--- config.mk ---
export PLATFORM = sky130hd
export DESIGN_NAME = load_store_unit
export DESIGN_NICKNAME = d
export VERILOG_FILES = /design/src/rtl/lsu_pkg.sv /design/src/rtl/lsu_lane_align.sv /design/src/rtl/load_store_unit.sv
export SDC_FILE = /design/constraint.sdc
export NUM_CORES = 1
export LEC_CHECK = 0
export ABC_CLOCK_PERIOD_IN_PS = 5450
export CORE_MARGIN = 5
export CORE_UTILIZATION = 45
export CTS_CLUSTER_DIAMETER = 50
export DETAILED_ROUTE_END_ITERATION = 10
export PLACE_DENSITY = 0.78
export SLEW_MARGIN = 20
export SYNTH_ARGS = -nofsm -noshare
export SYNTH_HDL_FRONTEND = slang
export SYNTH_SLANG_ARGS = --single-unit
--- constraint.sdc ---
create_clock -name clk -period 5.45 [get_ports clk]
set_clock_uncertainty 0.1 [all_clocks]
set_input_delay 0.545 -clock clk [delete_from_list [all_inputs] [get_ports clk]]
set_output_delay 0.545 -clock clk [all_outputs]
set_load 0.1 [all_outputs]
--- src/rtl/lsu_pkg.sv ---
// Shared encodings for the load/store unit: access sizes, FSM states and the
// byte-lane enable helper used by the store merge path.
package lsu_pkg;

   localparam logic [1:0] SZ_BYTE = 2'b00;
   localparam logic [1:0] SZ_HALF = 2'b01;
   localparam logic [1:0] SZ_WORD = 2'b10;
   localparam logic [1:0] SZ_ILL  = 2'b11;

   localparam logic [1:0] ST_IDLE  = 2'd0;
   localparam logic [1:0] ST_READ  = 2'd1;
   localparam logic [1:0] ST_WRITE = 2'd2;
   localparam logic [1:0] ST_RESP  = 2'd3;

   // Little-endian byte enables for an access of the given size at byte offset lo
   function automatic logic [3:0] lane_be(input logic [1:0] size, input logic [1:0] lo);
      logic [3:0] be;
      case (size)
         SZ_BYTE: be = 4'b0001 << lo;
         SZ_HALF: be = lo[1] ? 4'b1100 : 4'b0011;
         SZ_WORD: be = 4'b1111;
         default: be = 4'b0000;
      endcase
      return be;
   endfunction

endpackage

--- src/rtl/lsu_lane_align.sv ---
// Combinational lane logic: load extraction with sign/zero extension, and
// sub-word merge of store data into the previously read word.
module lsu_lane_align
   import lsu_pkg::*;
(
   input  logic [1:0]  i_size,
   input  logic        i_signed,
   input  logic [1:0]  i_addr_lo,
   input  logic [31:0] i_rd_word,
   input  logic [31:0] i_rdbuf,
   input  logic [31:0] i_wdata,
   output logic [31:0] o_load_data,
   output logic [31:0] o_merged
);

   logic [7:0]  w_byte;
   logic [15:0] w_half;
   logic [31:0] w_wrep;
   logic [3:0]  w_be;

   // Select the addressed lane and extend it to a full word
   always_comb begin
      w_byte      = 8'h00;
      w_half      = 16'h0000;
      o_load_data = 32'h0000_0000;
      case (i_addr_lo)
         2'd0:    w_byte = i_rd_word[7:0];
         2'd1:    w_byte = i_rd_word[15:8];
         2'd2:    w_byte = i_rd_word[23:16];
         2'd3:    w_byte = i_rd_word[31:24];
         default: w_byte = 8'h00;
      endcase
      if (i_addr_lo[1]) begin
         w_half = i_rd_word[31:16];
      end else begin
         w_half = i_rd_word[15:0];
      end
      case (i_size)
         SZ_BYTE: o_load_data = {{24{i_signed & w_byte[7]}}, w_byte};
         SZ_HALF: o_load_data = {{16{i_signed & w_half[15]}}, w_half};
         default: o_load_data = i_rd_word;
      endcase
   end

   // Replicate store data across lanes, then keep only the enabled lanes
   always_comb begin
      w_be     = lane_be(i_size, i_addr_lo);
      w_wrep   = i_wdata;
      o_merged = i_rdbuf;
      case (i_size)
         SZ_BYTE: w_wrep = {4{i_wdata[7:0]}};
         SZ_HALF: w_wrep = {2{i_wdata[15:0]}};
         default: w_wrep = i_wdata;
      endcase
      for (int i = 0; i < 4; i++) begin
         if (w_be[i]) begin
            o_merged[8*i +: 8] = w_wrep[8*i +: 8];
         end else begin
            o_merged[8*i +: 8] = i_rdbuf[8*i +: 8];
         end
      end
   end

endmodule

--- src/rtl/load_store_unit.sv ---
// Memory-access stage: one request at a time, byte/half/word loads and stores
// against a word-wide memory, with read-modify-write for sub-word stores.
module load_store_unit
   import lsu_pkg::*;
#(
   parameter int ADDR_W    = 32,
   parameter int DATA_W    = 32,
   parameter int MEM_WORDS = 100
) (
   input  logic              clk,
   input  logic              rst,
   input  logic              req_valid,
   output logic              req_ready,
   input  logic              req_write,
   input  logic [1:0]        req_size,
   input  logic              req_signed,
   input  logic [ADDR_W-1:0] req_addr,
   input  logic [DATA_W-1:0] req_wdata,
   output logic              rsp_valid,
   output logic [DATA_W-1:0] rsp_rdata,
   output logic              rsp_fault,
   output logic [ADDR_W-1:0] mem_address,
   output logic [DATA_W-1:0] mem_dataIn,
   output logic              mem_writemode,
   output logic              mem_readmode,
   input  logic [DATA_W-1:0] mem_dataOut
);

   localparam logic [ADDR_W-3:0] L_MEM_WORDS = (ADDR_W-2)'(MEM_WORDS);

   logic [1:0]        r_state;
   logic              r_write;
   logic [1:0]        r_size;
   logic              r_signed;
   logic [ADDR_W-1:0] r_addr;
   logic [DATA_W-1:0] r_wdata;
   logic [DATA_W-1:0] r_rdbuf;
   logic              r_rsp_valid;
   logic [DATA_W-1:0] r_rsp_rdata;
   logic              r_rsp_fault;

   logic              w_fault;
   logic [DATA_W-1:0] w_load_data;
   logic [DATA_W-1:0] w_merged;

   lsu_lane_align u_lane (
      .i_size      (r_size),
      .i_signed    (r_signed),
      .i_addr_lo   (r_addr[1:0]),
      .i_rd_word   (mem_dataOut),
      .i_rdbuf     (r_rdbuf),
      .i_wdata     (r_wdata),
      .o_load_data (w_load_data),
      .o_merged    (w_merged)
   );

   // Fault is decided on the request being accepted, so it equals the latched check
   always_comb begin
      w_fault = 1'b0;
      if (req_size == SZ_ILL) begin
         w_fault = 1'b1;
      end else if ((req_size == SZ_HALF) && req_addr[0]) begin
         w_fault = 1'b1;
      end else if ((req_size == SZ_WORD) && (req_addr[1:0] != 2'b00)) begin
         w_fault = 1'b1;
      end else if (req_addr[ADDR_W-1:2] >= L_MEM_WORDS) begin
         w_fault = 1'b1;
      end else begin
         w_fault = 1'b0;
      end
   end

   // Strobes decode straight from state so an async reset drops them at once
   assign req_ready     = (r_state == ST_IDLE);
   assign mem_readmode  = (r_state == ST_READ);
   assign mem_writemode = (r_state == ST_WRITE);
   assign mem_dataIn    = mem_writemode ? w_merged : '0;
   assign mem_address   = {r_addr[ADDR_W-1:2], 2'b00};
   assign rsp_valid     = r_rsp_valid;
   assign rsp_rdata     = r_rsp_rdata;
   assign rsp_fault     = r_rsp_fault;

   always_ff @(posedge clk or negedge rst) begin
      if (!rst) begin
         r_state     <= ST_IDLE;
         r_write     <= 1'b0;
         r_size      <= 2'b00;
         r_signed    <= 1'b0;
         r_addr      <= '0;
         r_wdata     <= '0;
         r_rdbuf     <= '0;
         r_rsp_valid <= 1'b0;
         r_rsp_rdata <= '0;
         r_rsp_fault <= 1'b0;
      end else begin
         r_rsp_valid <= 1'b0;
         case (r_state)
            ST_IDLE: begin
               r_rsp_rdata <= '0;
               r_rsp_fault <= 1'b0;
               if (req_valid) begin
                  r_write  <= req_write;
                  r_size   <= req_size;
                  r_signed <= req_signed;
                  r_addr   <= req_addr;
                  r_wdata  <= req_wdata;
                  if (w_fault) begin
                     r_rsp_valid <= 1'b1;
                     r_rsp_fault <= 1'b1;
                     r_state     <= ST_RESP;
                  end else if (!req_write || (req_size != SZ_WORD)) begin
                     r_state <= ST_READ;
                  end else begin
                     r_state <= ST_WRITE;
                  end
               end else begin
                  r_state <= ST_IDLE;
               end
            end
            ST_READ: begin
               r_rdbuf <= mem_dataOut;
               if (r_write) begin
                  r_state <= ST_WRITE;
               end else begin
                  r_rsp_rdata <= w_load_data;
                  r_rsp_valid <= 1'b1;
                  r_state     <= ST_RESP;
               end
            end
            ST_WRITE: begin
               r_rsp_valid <= 1'b1;
               r_state     <= ST_RESP;
            end
            ST_RESP: begin
               r_rsp_rdata <= '0;
               r_rsp_fault <= 1'b0;
               r_state     <= ST_IDLE;
            end
            default: r_state <= ST_IDLE;
         endcase
      end
   end

endmodule

# ---- Word-level counts from Yosys, hierarchy flattened
# Index checks and enable logic that the tools add are counted.
dict set report word_totals {
  register_bits 136
  latchBits 0
  inputBits 103
  n_memories 0
  rom_bits 0
  wordCells 67
  ram_bits 0
  output_inout_bits 101
}
dict set report classes {
  n_bitwise 2
  shifts 1
  n_lt_le_gt_ge 1
  n_addsub 0
  reduce_logical 13
  n_eq_ne 13
  n_mux 27
  n_div 0
  n_mul 0
}
# cell n
set op_table {}
lappend op_table {{one-hot mux 32 bit (2 select lines)} 3}
lappend op_table {{two-way mux 32 bit} 2}
lappend op_table {{two-way mux 8 bit} 4}
lappend op_table {{one-hot mux 8 bit (4 select lines)} 1}
lappend op_table {{>= comparator 30 x 7 -> 1 bit (second input constant)} 1}
lappend op_table {{two-way mux 16 bit} 1}
lappend op_table {{== test 2 bit (second input constant)} 7}
lappend op_table {{one-hot mux 4 bit (3 select lines)} 1}
lappend op_table {{== test 2 x 1 -> 1 bit (second input constant)} 4}
lappend op_table {{two-way mux 1 bit} 8}
lappend op_table {{one-hot mux 2 bit (4 select lines)} 1}
lappend op_table {{zero test 2 bit} 3}
lappend op_table {{two-way mux 2 bit} 3}
lappend op_table {{nonzero test 2 bit} 3}
lappend op_table {{two-way mux 4 bit} 1}
lappend op_table {{inequality test 2 bit (second input constant)} 2}
lappend op_table {{AND reduction 2 bit} 2}
lappend op_table {{left shift 1 x 2 -> 4 bit (first input constant)} 1}
lappend op_table {{one-hot mux 1 bit (3 select lines)} 1}
lappend op_table {{AND 1 bit} 2}
lappend op_table {{logical AND 1 bit} 2}
lappend op_table {{one-hot mux 1 bit (2 select lines)} 1}
lappend op_table {{OR reduction 2 bit} 1}
lappend op_table {{zero test 1 bit} 1}
lappend op_table {{logical OR 1 bit} 1}

# ---- Longest topological paths before layout
# Gate-level depths: netlist (run 1).
dict set report depth {
  word_depth 8
  mapped_depth 9
  depth_no_buf 6
}

# ---- Hierarchy
# Synthesis (run 1) repeated with hierarchy kept, for this count alone.
dict set report hier_totals {
  cells_unflattened 612
  hier_area_um2 7130.6
}
# module seq_area_each_um2 cells_per_inst instances area_each_um2
set modules_own_cells {}
lappend modules_own_cells {load_store_unit 3403.3 394 1 5690.5}
lappend modules_own_cells {lsu_lane_align 0.0 218 1 1440.1}

# ---- Worst setup path before layout (run 1)
# No wires, ideal clock.
dict set report synth_path {
  kind {flip-flop to output port}
  from {reg r_state[0]}
  to {out mem_dataIn[2]}
  t_arrival_ps 3840
  t_required_ps 4805
  path_buffers 1
  stages_incl_launch_ff 5
  setup_slack_ps 965
  cell_sequence {dfrtp_1 > inv_1 > ha_1 > clkbuf_1 > a21boi_0}
}
dict set report synth_between {
  elab_chain_len 2
}
# item line
set synth_rtl {}
lappend synth_rtl {{start, declared} load_store_unit.sv:31} ;# logic [1:0] r_state;
lappend synth_rtl {{start signal, assigned} load_store_unit.sv:85} ;# r_state <= ST_IDLE;
lappend synth_rtl {{start signal, assigned} load_store_unit.sv:110} ;# r_state <= ST_RESP;
lappend synth_rtl {{start signal, assigned} load_store_unit.sv:112} ;# r_state <= ST_READ;
lappend synth_rtl {{== test 2 bit} load_store_unit.sv:76} ;# assign mem_writemode = (r_state == ST_WRITE);
lappend synth_rtl {{net mem_writemode} load_store_unit.sv:24} ;# output logic mem_writemode,
lappend synth_rtl {{two-way mux 32 bit} load_store_unit.sv:77} ;# assign mem_dataIn = mem_writemode ? w_merged : '0;
lappend synth_rtl {{end, declared} load_store_unit.sv:23} ;# output logic [DATA_W-1:0] mem_dataIn,
# The timed path passes the listed nets, and every way through them passes these cells.

# ---- Worst setup path in the final report (run 1)
dict set report layout_path {
  from {reg r_addr[1]}
  to {out mem_dataIn[22]}
}
dict set report layout_between {
  elab_chain_len 4
  elab_cells_between_ends 5
  classes_between {1 x shift; 4 x mux}
}
# item line
set layout_rtl {}
lappend layout_rtl {{start, declared} load_store_unit.sv:35} ;# logic [ADDR_W-1:0] r_addr;
lappend layout_rtl {{start signal, assigned} load_store_unit.sv:105} ;# r_addr <= req_addr;
lappend layout_rtl {{two-way mux 4 bit or left shift 1 x 2 -> 4 bit (tied branches)} {lsu_pkg.sv:20, lsu_pkg.sv:19}}
lappend layout_rtl {{one-hot mux 4 bit (3 select lines) *} lsu_pkg.sv:18} ;# case (size)
lappend layout_rtl {{two-way mux 8 bit *} lsu_lane_align.sv:56} ;# if (w_be[i]) begin
lappend layout_rtl {{two-way mux 32 bit *} load_store_unit.sv:77}
# Every way passes the cells marked *; elsewhere a longest branch is shown, timed or not.

==> results of run 1 <==
[sequential cells by signal, summed over array words and instances, names as in the netlist]
| register | flops |
|---|---|
| r_addr | 32 |
| r_rdbuf | 32 |
| r_signed | 1 |
| r_size | 2 |
| r_state | 2 |
| r_wdata | 32 |
| r_write | 1 |
| rsp_fault | 1 |
| rsp_rdata | 32 |
| rsp_valid | 1 |
[synth_stat cells, types with 3 or more instances]
cell,n
o211a_1,16
a22o_1,8
clkbuf_1,25
a31oi_1,3
buf_2,7
nor2_1,7
dfrtp_1,136
buf_1,3
mux2_2,106
o21a_1,3
mux2i_1,24
nand2_1,37
nor2b_1,11
a21boi_0,8
ha_1,5
buf_4,32
inv_1,7
a222oi_1,14
and2_1,4
a221o_1,16
nand3_1,24
o21ai_0,36
buf_6,3
nor3_1,3
nor4_1,5
[layout make-up]
type	count	area [sq um]	area share, %
clock buffers	18	429	4.62
clock inverters	14	196	2.11
inverters	9	33.8	0.364
multi-input cells	357	2980	32.0
flip-flops and latches	136	3400	36.6
well taps	188	235	2.53
repair buffers	209	2020	21.7
[worst min-delay path, stage by stage, from the launching register on]
cell	delay, ns
dfrtp_1	0.35
nand2_1	0.05
o21ai_0	0.06
[timing repair]
| action | in CTS | in global routing |
|---|---|---|
| endpoints found under the hold margin | 14 | 0 |
| hold buffers | 1 | 0 |
| buffers inserted | 0 | 0 |
| setup endpoints to repair | 0 | 0 |
[cell usage in the layout, fill, tap and decap left out, drive strengths merged, types with 4 or more instances in the layout]
| cell type | n |
|---|---|
| a222oi | 14 |
| ha | 5 |
| clkbuf | 18 |
| nand3 | 24 |
| mux2i | 24 |
| a21boi | 8 |
| dfrtp | 136 |
| inv | 10 |
| a22o | 8 |
| clkdlybuf4s50 | 176 |
| nor2b | 11 |
| bufinv | 4 |
| a221o | 16 |
| and2 | 4 |
| o21ai | 39 |
| nand2 | 37 |
| buf | 32 |
| clkinv | 6 |
| nor4 | 5 |
| o211a | 16 |
| mux2 | 106 |
| nor2 | 7 |
[through the flow]
stage | cells | instance area, sq um
after floorplan | 572 | 6810
after global placement | 898 | 8640
after detailed placement | 898 | 8650
after CTS | 931 | 9290
after global routing | 931 | 9290
final | 931 | 9290
[final timing paths]
kind / slack (ns) / start / to / cells past startpoint
worst max-delay path: 1.05 / r_addr[1] / mem_dataIn[22] / 5
worst min-delay path: 0.40 / rsp_rdata[3] / rsp_rdata[3] / 2
worst max register to register: 2.89 / r_size[1] / rsp_rdata[2] / 5
worst min register to register: 0.40 / rsp_rdata[3] / rsp_rdata[3] / 2
max in group asynchronous: 3.61 / rst / rsp_rdata[14] / 3
min in group asynchronous: 0.53 / rst / r_wdata[8] / 2
[metal layers]
| metal | vias to the layer above | wire (um) |
|---|---|---|
| met5 | - | 8 |
| met4 | 2 | 524 |
| met3 | 46 | 1800 |
| met2 | 304 | 9840 |
| met1 | 2675 | 8320 |
| li1 | 2403 | - |
[kinds of logic after synthesis]
| group | Yosys count |
|---|---|
| AOI/OAI and AO/OA | 119 |
| adders and majority gates | 5 |
| buffers and inverters | 79 |
| DFF | 136 |
| muxes | 132 |
| other | 1 |
| and+or+nand+nor | 99 |
==> impl_results.md, run 1 <==
- Status: finished clean
- Setup WS post-layout: 1.05 ns
- Worst path buffer plus inverter count: 2
- Crit path arrival time: 3.75 ns
- Synth Flop Type: dfrtp_1
- Grt ovf: 0
- CTS max path bufs: 2
- Final Setup Violations: 0
- First-pass GRT wire length: 32.1 mm
- Final layout net count: 838
- Number of synthesized flops with an enable pin: 0
- Antenna Nets Post-Route: 0
- Drt total wl: 20.5 mm
- Met1 usage: 29.6%
- Multiplexer share of the synthesized area: 21.8%
- CP required: 4.81 ns
- Initial Util: 45.3%
- Setup crit end kind: primary output
- Worst skew pair latency: 0.42 ns
- Io pins: 204
- Adder-cell area share of the yosys netlist: 0.919%
- Pre-CTS setup slack: 1.55 ns
- Number of global-route vias before repair: 5715
- Vias/cell: 5.83
- CTS tree: yes
- Final min period: 4.40 ns
- Chip Height: 133 um
- GRT Resource Usage Total: 23.3%
- Largest net degree at the start of global routing: 80
- Synth Area in XOR/XNOR: 0%
- Total of fill cells in the finished design: 1220
- Netlist cell types: 48
- Compound-Gate Fraction of Synth Area: 13.5%
- Post-Syn Area: 6810 sq um
- Pre-antenna DRT Iters: 6
- Core ar.: 15000 sq um
- CP delay by family, top: buffers and inverters
- Slowest CP cell: clkdlybuf4s50_1
- GR met3 Demand/Resource: 7.53%
- Per-cell routed wire length: 22.0 um
- Initial drt markers: 528
- Gr busiest metal: met2
- Worst setup SP type: flop
- CTS root buffer: clkbuf_16
- Share of layout cells above drive strength 1: 23.7%
- Clk sinks: 136
- H-Tree Depth: 4
- Area grow syn2layout: 36.6%
- DP Wirelength: 15.1 mm
- Port Buf Inserts: 201
- Clock-pin transition on the worst setup and hold timing paths: 0.06 ns
- Post-CTS sizing: 0
- Async set or reset register ratio after synthesis: 100%
- Slew @ Worst Pin: 1.05 ns
- Synthesized flop and latch total: 136
- Syn_area_per_cell: 11.9 sq um
- Main combinational cell family by area after synthesis: multiplexers
- Die area: 17700 sq um
- Max cap viols: 0
- Post-Syn Instances: 571
- Crit Path Class: reg -> out
- Post-synth top area share: 50.0%
- Site row count: 45
- Max Slew Vio Count: 0
- Fmax: 227 MHz
- Syn. warnings: 0
- ANT cells: 0
- Global Route met2 Usage: 37.2%
- Slew HR: 29.4%
- Crit-path max cell delay: 1.13 ns
- Register area share after synthesis: 50.0%
- Area leader, netlist: dfrtp_1
- Placer Congestion: 0.858
- Crit path cell chain: clkinv_1, o21ai_2, and2_1, o211a_1, clkdlybuf4s50_1
- Critical Path Fanout Max: 19
- RSZ-0062 raised after global routing: no
- Worst hold path type: reg -> reg
- Total negative slack: 0 ns
- Core Util, Final: 61.8%
- Final worst path period share: 80.7%
- Hold Violations, Final: 0
- Initial antenna violation count: 1
- Fin Hold WS: 0.399 ns
- Via count: 5430
- Num CTS Buffers: 17
- Synth area leaders: dfrtp_1 50%, mux2_2 18%, mux2i_1 3.5%
- Die X: 133 um
- Drc violations: 0
- Post-Synth Simple-Gate Area: 7.12%
Power of run 1 is left out: the tool's default activity adds up to more than one toggle a clock period on the data nets, which glitch-free logic cannot reach.
==> inputs of run 2 (changes only) <==
ABC_CLOCK_PERIOD_IN_PS = 3800   (was 5450)
CORE_UTILIZATION = 43   (was 45)
clock period = 3.8 ns   (was 5.45 ns; I/O delays follow)
==> impl_results.md, run 2 (synthesized netlist as in run 1, its figures left out) <==
- Status: finished with violations (was finished clean)
- Failing checks: negative hold slack
- GR met3 Demand/Resource: 8.10% (was 7.53%)
- Core Util, Final: 61.5% (was 61.8%)
- CTS max path bufs: 2 (unchanged)
- Total of fill cells in the finished design: 1237 (was 1220)
- Hold Violations, Final: 13 (was 0)
- CP required: 3.32 ns (was 4.81 ns)
- Slew HR: 30.0% (was 29.4%)
- Die X: 136 um (was 133 um)
- Io pins: 204 (unchanged)
- Site row count: 46 (was 45)
- Max Slew Vio Count: 0 (unchanged)
- CTS root buffer: clkbuf_16 (unchanged)
- R2R depth: 7 (was 5)
- Via count: 5362 (was 5430)
- Grt ovf: 0 (unchanged)
- H-Tree Depth: 4 (unchanged)
- Final worst path period share: 88.2%
- Antenna Nets Post-Route: 0 (unchanged)
- Met1 usage: 27.8% (was 29.6%)
- Largest net degree at the start of global routing: 110 (was 80)
- Final Setup Violations: 0 (unchanged)
- Pre-CTS setup slack: 0.936 ns (was 1.55 ns)
- Commonest non-fill, non-tap cell in the layout: clkdlybuf4s50_1 (unchanged)
- Global Route met2 Usage: 35.2% (was 37.2%)
- Critical Path Fanout Max: 19 (unchanged)
- Pre-antenna DRT Iters: 5 (was 6)
- Num CTS Buffers: 17 (unchanged)
- Drt total wl: 20.0 mm (was 20.5 mm)
- Crit path arrival time: 2.87 ns (was 3.75 ns)
- RSZ-0062 raised after global routing: no (unchanged)
- Worst r2r src: r_state[1] (was r_size[1])
- Die area: 18400 sq um (was 17700 sq um)
- Drc violations: 0 (unchanged)
- Setup crit end kind: primary output (unchanged)
- RR Endpoint: rsp_rdata[8] (was rsp_rdata[2])
- Setup WS post-layout: 0.449 ns (was 1.05 ns)
- Total negative slack: 0 ns (unchanged)
- Fmax: 298 MHz
- Core ar.: 15700 sq um (was 15000 sq um)
- Final min period: 3.35 ns
- Port Buf Inserts: 201 (unchanged)
- Gr busiest metal: met2 (unchanged)
- DP Wirelength: 15.0 mm (was 15.1 mm)
- Per-cell routed wire length: 20.9 um (was 22.0 um)
- Slew @ Worst Pin: 1.05 ns (about the same)
- Initial drt markers: 466 (was 528)
- # Post-CTS Setup Buffers: 0 (unchanged)
- Final layout net count: 840 (was 838)
- Area of the multi-input gates: 2970 sq um (was 2980 sq um)
- Max cap viols: 0 (unchanged)
- Initial antenna violation count: 0 (was 1)
- Fin Hold WS: -0.0321 ns (was 0.399 ns)
- Vias/cell: 5.60 (was 5.83)
- Register area: 3400 sq um (unchanged)
- Chip Height: 136 um (was 133 um)
- Clk sinks: 136 (unchanged)
- Initial Util: 43.3% (was 45.3%)
- Area grow syn2layout: 42.0% (was 36.6%)
- Placer Congestion: 0.915 (was 0.858)
- Most frequent cells in the layout: 166 x clkdlybuf4s50_1, 136 x dfrtp_1, 106 x mux2_2, 36 x nand2_1, 36 x o21ai_0 (was 176 x clkdlybuf4s50_1, 136 x dfrtp_1, 106 x mux2_2, 36 x nand2_1, 36 x o21ai_0)
- Worst skew pair latency: 0.42 ns (about the same)
- First-pass GRT wire length: 31.2 mm (was 32.1 mm)
- Clock-pin transition on the worst setup and hold timing paths: 0.06 ns (about the same)
- Worst hold path type: in -> async (was reg -> reg)
- GRT Resource Usage Total: 22.2% (was 23.3%)
- Crit Path Class: reg -> out (unchanged)
- Share of layout cells above drive strength 1: 24.8% (was 23.7%)
- Worst setup SP type: flop (unchanged)
- Flop2flop setup slack: 1.41 ns (was 2.89 ns)
- ANT cells: 0 (unchanged)
- Post-CTS sizing: 0 (unchanged)
- Cts hold-fix bufs: 0 (was 1)
- Number of global-route vias before repair: 5624 (was 5715)
- CTS tree: yes (unchanged)
## run 2: cell count changes in the layout (fill, tap and decap cells not counted), moves of 8 or more
cell and delta:
clkdlybuf4s50_1 -10, clkbuf_8 +8, buf_4 -19, buf_12 +33
## run 2: layer usage
| layer | part of all wire [%] | up-vias |
|---|---|---|
| li1 | - | 2406 |
| met4 | 2.8 | 0 |
| met5 | 0 | - |
| met3 | 9.1 | 48 |
| met1 | 40 | 2638 |
| met2 | 49 | 270 |
## run 2: how the worst max path moves through the flow
stage / from / to / depth (start not counted)
after floorplan: r_state[0] / mem_dataIn[2] / 4
after global placement: r_addr[1] / mem_dataIn[18] / 5
after detailed placement: r_addr[1] / mem_dataIn[17] / 5
after CTS: r_addr[1] / mem_dataIn[17] / 5
after global routing: r_addr[1] / mem_dataIn[18] / 5
final: r_addr[1] / mem_dataIn[17] / 5
## run 2: per-stage QoR
step	hold WS (ns)	instances	area, sq um
after global routing	0.0390	958	9660
after CTS	0.0290	958	9660
after floorplan	-0.0156	572	6810
final	-0.0321	958	9660
after global placement	0.368	929	9090
after detailed placement	0.378	929	9090
## run 2: final cells by class
| type | instances | area share, % |
|---|---|---|
| Multi-Input combinational cell | 357 | 30.7 |
| Timing Repair Buffer | 211 | 25.0 |
| Sequential cell | 136 | 35.2 |
| Tap cell | 216 | 2.80 |
| Inverter | 9 | 0.350 |
| Clock inverter | 2 | 0.363 |
| Clock buffer | 27 | 5.52 |
## run 2: worst max-delay path, stage by stage, from the launching register on
cell	delay, ns
dfrtp_1	0.75
clkinv_1	0.44
o21ai_2	0.45
and2_1	0.38
o211a_1	0.24
buf_12	0.18
Power of run 2 is left out for the same reason.
